--- src/rtl/dp_result_writer_if.sv ---
// Byte-wide AXI-style write channel (AW, W, B) between dp_result_writer and the result memory.
interface dp_result_writer_if;
   logic [31:0] MEM_AWADDR;
   logic        MEM_AWVALID;
   logic        MEM_AWREADY;
   logic [7:0]  MEM_WDATA;
   logic        MEM_WVALID;
   logic        MEM_WREADY;
   logic        MEM_BVALID;
   logic        MEM_BREADY;

   modport master (
      output MEM_AWADDR, MEM_AWVALID, MEM_WDATA, MEM_WVALID, MEM_BREADY,
      input  MEM_AWREADY, MEM_WREADY, MEM_BVALID
   );

   modport slave (
      input  MEM_AWADDR, MEM_AWVALID, MEM_WDATA, MEM_WVALID, MEM_BREADY,
      output MEM_AWREADY, MEM_WREADY, MEM_BVALID
   );
endinterface

--- src/rtl/dp_result_writer.sv ---
// Buffers dot-product results in a FIFO and logs each one as four little-endian byte writes.
// Optional macro WB_IRQ_EN enables the one-cycle done_irq pulse per completed result.
module dp_result_writer #(
   parameter int unsigned FIFO_DEPTH   = 4,
   parameter logic [31:0] BASE_ADDR    = 32'h0000_0040,
   parameter int unsigned REGION_BYTES = 64
) (
   input  logic                          ACLK,
   input  logic                          ARESET,
   input  logic [31:0]                   DP_RESULT,
   input  logic                          DP_DONE,
   input  logic                          wr_clear,
   dp_result_writer_if.master            mem,
   output logic [15:0]                   results_written,
   output logic [$clog2(FIFO_DEPTH):0]   fifo_level,
   output logic                          overflow,
   output logic                          busy,
   output logic                          done_irq
);

   localparam int unsigned PTR_W = $clog2(FIFO_DEPTH);
   localparam int unsigned LVL_W = PTR_W + 1;

   typedef enum logic [1:0] {S_IDLE, S_XFER, S_RESP} state_t;

   state_t            r_state, w_state_nxt;
   logic [31:0]       r_fifo [FIFO_DEPTH];
   logic [PTR_W-1:0]  r_wr_ptr, r_rd_ptr;
   logic [LVL_W-1:0]  r_level;
   logic              r_done_q, r_clear_pend, r_overflow;
   logic [1:0]        r_byte_idx;
   logic [31:0]       r_offset;
   logic [15:0]       r_written;
   logic [31:0]       r_awaddr;
   logic [7:0]        r_wdata;
   logic              r_awvalid, r_wvalid;

   logic              w_push, w_push_ok, w_full, w_empty, w_pop;
   logic              w_start, w_next_byte, w_result_done, w_apply_clear, w_bready;
   logic              w_aw_ok, w_w_ok, w_load, w_wr_en;
   logic [1:0]        w_load_idx;
   logic [PTR_W-1:0]  w_wr_idx;
   logic [31:0]       w_head, w_offset_inc, w_offset_nxt;

   assign w_push       = DP_DONE & ~r_done_q;
   assign w_full       = (r_level == LVL_W'(FIFO_DEPTH));
   assign w_empty      = (r_level == '0);
   assign w_head       = r_fifo[r_rd_ptr];
   assign w_aw_ok      = ~r_awvalid | mem.MEM_AWREADY;
   assign w_w_ok       = ~r_wvalid | mem.MEM_WREADY;
   assign w_pop        = w_result_done;
   assign w_push_ok    = w_push & (~w_full | w_pop);
   assign w_load       = w_start | w_next_byte;
   assign w_load_idx   = w_next_byte ? r_byte_idx + 2'd1 : r_byte_idx;
   assign w_offset_inc = r_offset + 32'd4;
   assign w_offset_nxt = (w_offset_inc == REGION_BYTES) ? '0 : w_offset_inc;

   // A flush keeps the read pointer, so a push in the clear cycle becomes the sole entry there.
   assign w_wr_en  = w_apply_clear ? w_push : w_push_ok;
   assign w_wr_idx = w_apply_clear ? r_rd_ptr : r_wr_ptr;

   always_ff @(posedge ACLK) begin
      if (ARESET) r_state <= S_IDLE;
      else        r_state <= w_state_nxt;
   end

   always_comb begin
      w_state_nxt = r_state;
      unique case (r_state)
         S_IDLE:  if (!w_empty && !r_clear_pend) w_state_nxt = S_XFER;
         S_XFER:  if (w_aw_ok && w_w_ok) w_state_nxt = S_RESP;
         S_RESP:  if (mem.MEM_BVALID) w_state_nxt = (r_byte_idx == 2'd3) ? S_IDLE : S_XFER;
         default: w_state_nxt = S_IDLE;
      endcase
   end

   always_comb begin
      w_start       = 1'b0;
      w_next_byte   = 1'b0;
      w_result_done = 1'b0;
      w_apply_clear = 1'b0;
      w_bready      = 1'b0;
      unique case (r_state)
         S_IDLE: begin
            w_apply_clear = r_clear_pend;
            w_start       = !w_empty && !r_clear_pend;
         end
         S_RESP: begin
            w_bready      = 1'b1;
            w_next_byte   = mem.MEM_BVALID && (r_byte_idx != 2'd3);
            w_result_done = mem.MEM_BVALID && (r_byte_idx == 2'd3);
         end
         default: ;
      endcase
   end

   always_ff @(posedge ACLK) begin
      if (w_wr_en) r_fifo[w_wr_idx] <= DP_RESULT;
   end

   always_ff @(posedge ACLK) begin
      if (ARESET) begin
         r_wr_ptr     <= '0;
         r_rd_ptr     <= '0;
         r_level      <= '0;
         r_overflow   <= 1'b0;
         r_done_q     <= 1'b0;
         r_clear_pend <= 1'b0;
      end else begin
         r_done_q     <= DP_DONE;
         r_clear_pend <= wr_clear | (r_clear_pend & ~w_apply_clear);
         if (w_apply_clear) begin
            r_wr_ptr   <= r_rd_ptr + PTR_W'(w_push);
            r_level    <= LVL_W'(w_push);
            r_overflow <= 1'b0;
         end else begin
            if (w_push_ok) r_wr_ptr <= r_wr_ptr + PTR_W'(1);
            if (w_pop)     r_rd_ptr <= r_rd_ptr + PTR_W'(1);
            if (w_push && !w_push_ok) r_overflow <= 1'b1;
            r_level <= r_level + LVL_W'(w_push_ok) - LVL_W'(w_pop);
         end
      end
   end

   always_ff @(posedge ACLK) begin
      if (ARESET) begin
         r_byte_idx <= '0;
         r_offset   <= '0;
         r_written  <= '0;
         r_awaddr   <= '0;
         r_wdata    <= '0;
         r_awvalid  <= 1'b0;
         r_wvalid   <= 1'b0;
      end else begin
         if (w_apply_clear) begin
            r_offset  <= '0;
            r_written <= '0;
         end
         if (w_load) begin
            r_awaddr   <= BASE_ADDR + r_offset + 32'(w_load_idx);
            r_wdata    <= w_head[8*w_load_idx +: 8];
            r_awvalid  <= 1'b1;
            r_wvalid   <= 1'b1;
            r_byte_idx <= w_load_idx;
         end else if (r_state == S_XFER) begin
            if (mem.MEM_AWREADY) r_awvalid <= 1'b0;
            if (mem.MEM_WREADY)  r_wvalid  <= 1'b0;
         end
         if (w_result_done) begin
            r_byte_idx <= '0;
            r_offset   <= w_offset_nxt;
            r_written  <= r_written + 16'd1;
         end
      end
   end

`ifdef WB_IRQ_EN
   logic r_done_irq;
   always_ff @(posedge ACLK) begin
      if (ARESET) r_done_irq <= 1'b0;
      else        r_done_irq <= w_result_done;
   end
   assign done_irq = r_done_irq;
`else
   assign done_irq = 1'b0;
`endif

   assign mem.MEM_AWADDR  = r_awaddr;
   assign mem.MEM_AWVALID = r_awvalid;
   assign mem.MEM_WDATA   = r_wdata;
   assign mem.MEM_WVALID  = r_wvalid;
   assign mem.MEM_BREADY  = w_bready;
   assign results_written = r_written;
   assign fifo_level      = r_level;
   assign overflow        = r_overflow;
   assign busy            = (r_state != S_IDLE) | ~w_empty;

endmodule

--- src/flat_wrapper.sv ---
// flat-port wrapper written by rule: the top's interface ports become plain ports
module dp_result_writer_flat 
#(
   parameter int unsigned FIFO_DEPTH   = 4,
   parameter logic [31:0] BASE_ADDR    = 32'h0000_0040,
   parameter int unsigned REGION_BYTES = 64
)
  (ACLK, ARESET, DP_RESULT, DP_DONE, wr_clear, results_written, fifo_level, overflow, busy, done_irq, mem_MEM_AWADDR, mem_MEM_AWVALID, mem_MEM_WDATA, mem_MEM_WVALID, mem_MEM_BREADY, mem_MEM_AWREADY, mem_MEM_WREADY, mem_MEM_BVALID);
  dp_result_writer_if mem_i ();
  input  logic ACLK;
  input  logic ARESET;
  input  logic [31:0] DP_RESULT;
  input  logic DP_DONE;
  input  logic wr_clear;
  output logic [15:0] results_written;
  output logic [$clog2(FIFO_DEPTH):0] fifo_level;
  output logic overflow;
  output logic busy;
  output logic done_irq;
  output wire logic [$bits(mem_i.MEM_AWADDR)-1:0] mem_MEM_AWADDR;
  output wire logic [$bits(mem_i.MEM_AWVALID)-1:0] mem_MEM_AWVALID;
  output wire logic [$bits(mem_i.MEM_WDATA)-1:0] mem_MEM_WDATA;
  output wire logic [$bits(mem_i.MEM_WVALID)-1:0] mem_MEM_WVALID;
  output wire logic [$bits(mem_i.MEM_BREADY)-1:0] mem_MEM_BREADY;
  input wire logic [$bits(mem_i.MEM_AWREADY)-1:0] mem_MEM_AWREADY;
  input wire logic [$bits(mem_i.MEM_WREADY)-1:0] mem_MEM_WREADY;
  input wire logic [$bits(mem_i.MEM_BVALID)-1:0] mem_MEM_BVALID;
  assign mem_MEM_AWADDR = mem_i.MEM_AWADDR;
  assign mem_MEM_AWVALID = mem_i.MEM_AWVALID;
  assign mem_MEM_WDATA = mem_i.MEM_WDATA;
  assign mem_MEM_WVALID = mem_i.MEM_WVALID;
  assign mem_MEM_BREADY = mem_i.MEM_BREADY;
  assign mem_i.MEM_AWREADY = mem_MEM_AWREADY;
  assign mem_i.MEM_WREADY = mem_MEM_WREADY;
  assign mem_i.MEM_BVALID = mem_MEM_BVALID;
  dp_result_writer #(.FIFO_DEPTH(FIFO_DEPTH), .BASE_ADDR(BASE_ADDR), .REGION_BYTES(REGION_BYTES)) u_core (.ACLK(ACLK), .ARESET(ARESET), .DP_RESULT(DP_RESULT), .DP_DONE(DP_DONE), .wr_clear(wr_clear), .mem(mem_i), .results_written(results_written), .fifo_level(fifo_level), .overflow(overflow), .busy(busy), .done_irq(done_irq));
endmodule
--- config.mk ---
export PLATFORM = sky130hd
export DESIGN_NAME = dp_result_writer_flat
export DESIGN_NICKNAME = d
export VERILOG_FILES = /design/src/rtl/dp_result_writer_if.sv /design/src/rtl/dp_result_writer.sv /design/src/flat_wrapper.sv
export SDC_FILE = /design/constraint.sdc
export NUM_CORES = 1
export LEC_CHECK = 0
export BUFFER_PORTS_ARGS = -buffer_cell sky130_fd_sc_hd__buf_4
export CORE_MARGIN = 4
export CORE_UTILIZATION = 50
export CTS_BUF_LIST = sky130_fd_sc_hd__clkbuf_8
export DETAILED_ROUTE_END_ITERATION = 16
export PLACE_DENSITY = 0.71
export SYNTH_ARGS = -nofsm -noshare
export SYNTH_HDL_FRONTEND = slang
export SYNTH_SLANG_ARGS = --single-unit
--- constraint.sdc ---
create_clock -name ACLK -period 4.7 [get_ports ACLK]
set_input_delay 0.94 -clock ACLK [delete_from_list [all_inputs] [get_ports ACLK]]
set_output_delay 0.94 -clock ACLK [all_outputs]
set_load 0.03 [all_outputs]
==> flow_metrics.env <==
export IMPL_status="complete, no violations"
export IMPL_maxCapViolCount=0
export IMPL_r2r_setup_slack_ns=1.61
export IMPL_critPathMaxFanout=12
export IMPL_worstPathArrival_ns=3.51
export IMPL_cts_num_sinks=232
export IMPL_clock_path_buffers=3
export IMPL_rr_worst_depth=8
export IMPL_yosysMostFrequentCell="edfxtp_1"
export IMPL_antenna_cells=0
export IMPL_synth_top_area_cell="edfxtp_1"
export IMPL_tns_ns=0
export IMPL_area_growth_pct=15.8
export IMPL_synth_common_cells="edfxtp_1, nor2_1, dfxtp_1"
export IMPL_root_buffer="clkbuf_8"
export IMPL_synth_ff_type="edfxtp_1"
export IMPL_syn_avg_cell_area_um2=11.5
export IMPL_layout_setup_ws_ns=1.61
export IMPL_worstSetupStartpointType="flip-flop"
export IMPL_place_ws_ns=1.57
export IMPL_grt_max_degree=65
export IMPL_io_buffers=102
export IMPL_layout_drive_gt1_share_pct=21.4
export IMPL_drv_slew=0
export IMPL_rsz0062_at_grt="no"
export IMPL_vias=7228
export IMPL_skew_ns=0.0279
export IMPL_hpwlAfterDp_um=14700
export IMPL_max_freq_ghz=0.324
export IMPL_grt_use_total_pct=20.1
export IMPL_setup_viol=0
export IMPL_avgRoutedWirePerCell_um=17.6
export IMPL_drt_iter0_drc=680
export IMPL_vdd_drop_max_mv=0.282
export IMPL_ys_warnings_count=0
export IMPL_antenna_found_initial=0
export IMPL_r2r_start="u_core.r_offset[14]$_SDFFE_PP0P_"
export IMPL_slew_headroom_pct=37.9
export IMPL_synthDistinctLibCells=61
export IMPL_yosys_area_top_type_share_pct=37.2
export IMPL_gp_congestion=0.911
export IMPL_p_leak_nw=4.15
export IMPL_hold_buffers=0
export IMPL_rows=52
export IMPL_end_kind="flip-flop"
export IMPL_ys_top_cells_by_area="edfxtp_1, dfxtp_1, mux4_2"
export IMPL_syn_area_mm2=0.0103
export IMPL_fin_cells=1287
export IMPL_seqCellArea_mm2=0.00593
export IMPL_grt_pass1_vias=7043
export IMPL_first_pass_iters=5
export IMPL_async_flop_share_pct=0
export IMPL_synth_edff_count=128
export IMPL_dp_cells=1215
export IMPL_worst_ep_required_time_ns=5.12
export IMPL_cts_tree="built"
export IMPL_wl_um=22600
export IMPL_multiInputGateArea_mm2=0.00400
export IMPL_die_w_um=152
export IMPL_grt_pass1_wl_um=36700
export IMPL_cts_setup_buffers=0
export IMPL_drc=0
export IMPL_fillers=1702
export IMPL_r2r_end="u_core.r_offset[3]$_SDFFE_PP0P_"
export IMPL_drtAntennaViolNets=0
export IMPL_setup_worst_path_class="reg -> reg"
export IMPL_worstMarginPinSlew_ns=0.931
export IMPL_clkLatencyLatePin_ns=0.56
export IMPL_ys_ff_latch=232
export IMPL_cts_clk_slew_worst_paths_ns=0.06
export IMPL_routed_via_density=5.62
export IMPL_min_from="u_core.mem.MEM_AWADDR[3]$_SDFFE_PP0P_"
export IMPL_seq_area_frac_synth_pct=57.4
export IMPL_htreeDepth=2
export IMPL_start_util_pct=50.8
export IMPL_timing_final_crit_share_pct=65.7
export IMPL_finalHoldViolCount=0
export IMPL_min_to="u_core.mem.MEM_AWADDR[3]$_SDFFE_PP0P_"
export IMPL_grt_overflow=0
export IMPL_power_density_mw_per_mm2=424
export IMPL_die_area_mm2=0.0230
export IMPL_die_y_um=152
export IMPL_core_area_mm2=0.0203
export IMPL_finalPower_w=0.00507
export IMPL_synth_cells=900
export IMPL_fin_crit_ns=3.09
export IMPL_fin_nets=1036
export IMPL_hp_class="reg -> reg"
export IMPL_pin_count=104
export IMPL_numCtsBuffers=40
export IMPL_cts_resized=0
export IMPL_min_path_cells=2
## registers in the layout, summed over array words and instances, names as in the netlist, named ones only
| register | cells |
|---|---|
| u_core.overflow | 1 |
| u_core.r_byte_idx | 2 |
| u_core.results_written | 16 |
| u_core.mem.MEM_AWADDR | 32 |
| u_core.r_wr_ptr | 2 |
| u_core.fifo_level | 3 |
| u_core.r_clear_pend | 1 |
| u_core.r_rd_ptr | 2 |
| u_core.mem.MEM_WDATA | 8 |
| u_core.r_done_q | 1 |
| u_core.r_offset | 30 |
| u_core.mem.MEM_AWVALID | 1 |
| u_core.r_fifo | 128 |
| u_core.r_state | 2 |
| u_core.mem.MEM_WVALID | 1 |
## final cells by class
| cell class | instances | area share (%) |
|---|---|---|
| Inverter | 12 | 0.377 |
| Sequential cell | 232 | 49.6 |
| Clock inverter | 27 | 1.36 |
| Tap cell | 270 | 2.83 |
| Multi-Input combinational cell | 588 | 33.4 |
| Clock buffer | 45 | 5.18 |
| Timing Repair Buffer | 113 | 7.20 |
## critical path, cell delays in order (launching register included)
cell     delay (ns)
dfxtp_1        0.63
nand4_1        0.41
or2_1          0.36
or4_1          0.55
xnor2_1        0.16
nor4_1         0.29
nand4_1        0.25
a32oi_1        0.26
nor2_1         0.06
## cells by family (layout without fill, tap and decap cells)
family | Yosys count | after routing | share of synthesized area (%)
AO/OA/AOI/OAI | 170 | 170 | 10.2
XOR/XNOR | 51 | 51 | 4.33
adder cells (fa/ha/maj) | 10 | 10 | 1.29
buffers and inverters | 82 | 197 | 4.28
flip-flops | 232 | 232 | 57.4
multiplexers | 35 | 35 | 7.27
other | 1 | 3 | 0.0363
AND/OR/NAND/NOR | 319 | 319 | 15.2
## power by group
| group | leakage, nW | internal (W) | switching, W |
|---|---|---|---|
| logic | 1.67 | 0.000341 | 0.000578 |
| registers | 2.01 | 0.00232 | 0.0000764 |
| clock network | 0.464 | 0.000943 | 0.000806 |
## per-layer routing
layer | track usage, % | vias to the layer above | wire length (um)
met4 | 6.29 | 0 | 394
li1 | - | 3515 | -
met3 | 3.66 | 36 | 1520
met1 | 27.2 | 3434 | 9590
met5 | 0 | - | 0
met2 | 33.2 | 243 | 11100
## placed cells by master (no fill, tap or decap), drive strengths merged, types with 17 or more instances in the layout
master  count
mux4       32
nor2      107
nand2      72
a211oi     34
edfxtp    128
dfxtp     104
xnor2      27
nand4      23
clkbuf     45
nor3       32
nand3      24
inv        29
a21oi      65
buf       113
xor2       24
o21ai      24
a22oi      17
## worst max-delay path by stage
stage                                     start                                endpoint  depth (start not counted)
6_report       u_core.r_offset[14]$_SDFFE_PP0P_         u_core.r_offset[3]$_SDFFE_PP0P_                          8
3_3_place_gp                     mem_MEM_BVALID        u_core.r_offset[23]$_SDFFE_PP0P_                          8
4_1_cts        u_core.r_offset[14]$_SDFFE_PP0P_         u_core.r_offset[3]$_SDFFE_PP0P_                          8
5_1_grt        u_core.r_offset[14]$_SDFFE_PP0P_         u_core.r_offset[2]$_SDFFE_PP0P_                          8
2_1_floorplan    u_core.r_state[1]$_SDFFE_PP0P_           u_core.r_fifo[3][0]$_DFFE_PP_                          5
3_5_place_dp                     mem_MEM_BVALID  u_core.results_written[3]$_SDFFE_PP0P_                          8
## through the flow
stage / utilization [%] / area [um2] / hold WS [ns]
CTS: 58.9 / 11900 / 0.462
global route: 58.9 / 11900 / 0.478
floorplan: - / 10300 / 0.481
detailed placement: 55.0 / 11200 / 0.452
finish: 58.9 / 11900 / 0.458
global placement: 55.0 / 11200 / 0.442
(Power assumes the default switching activity.)
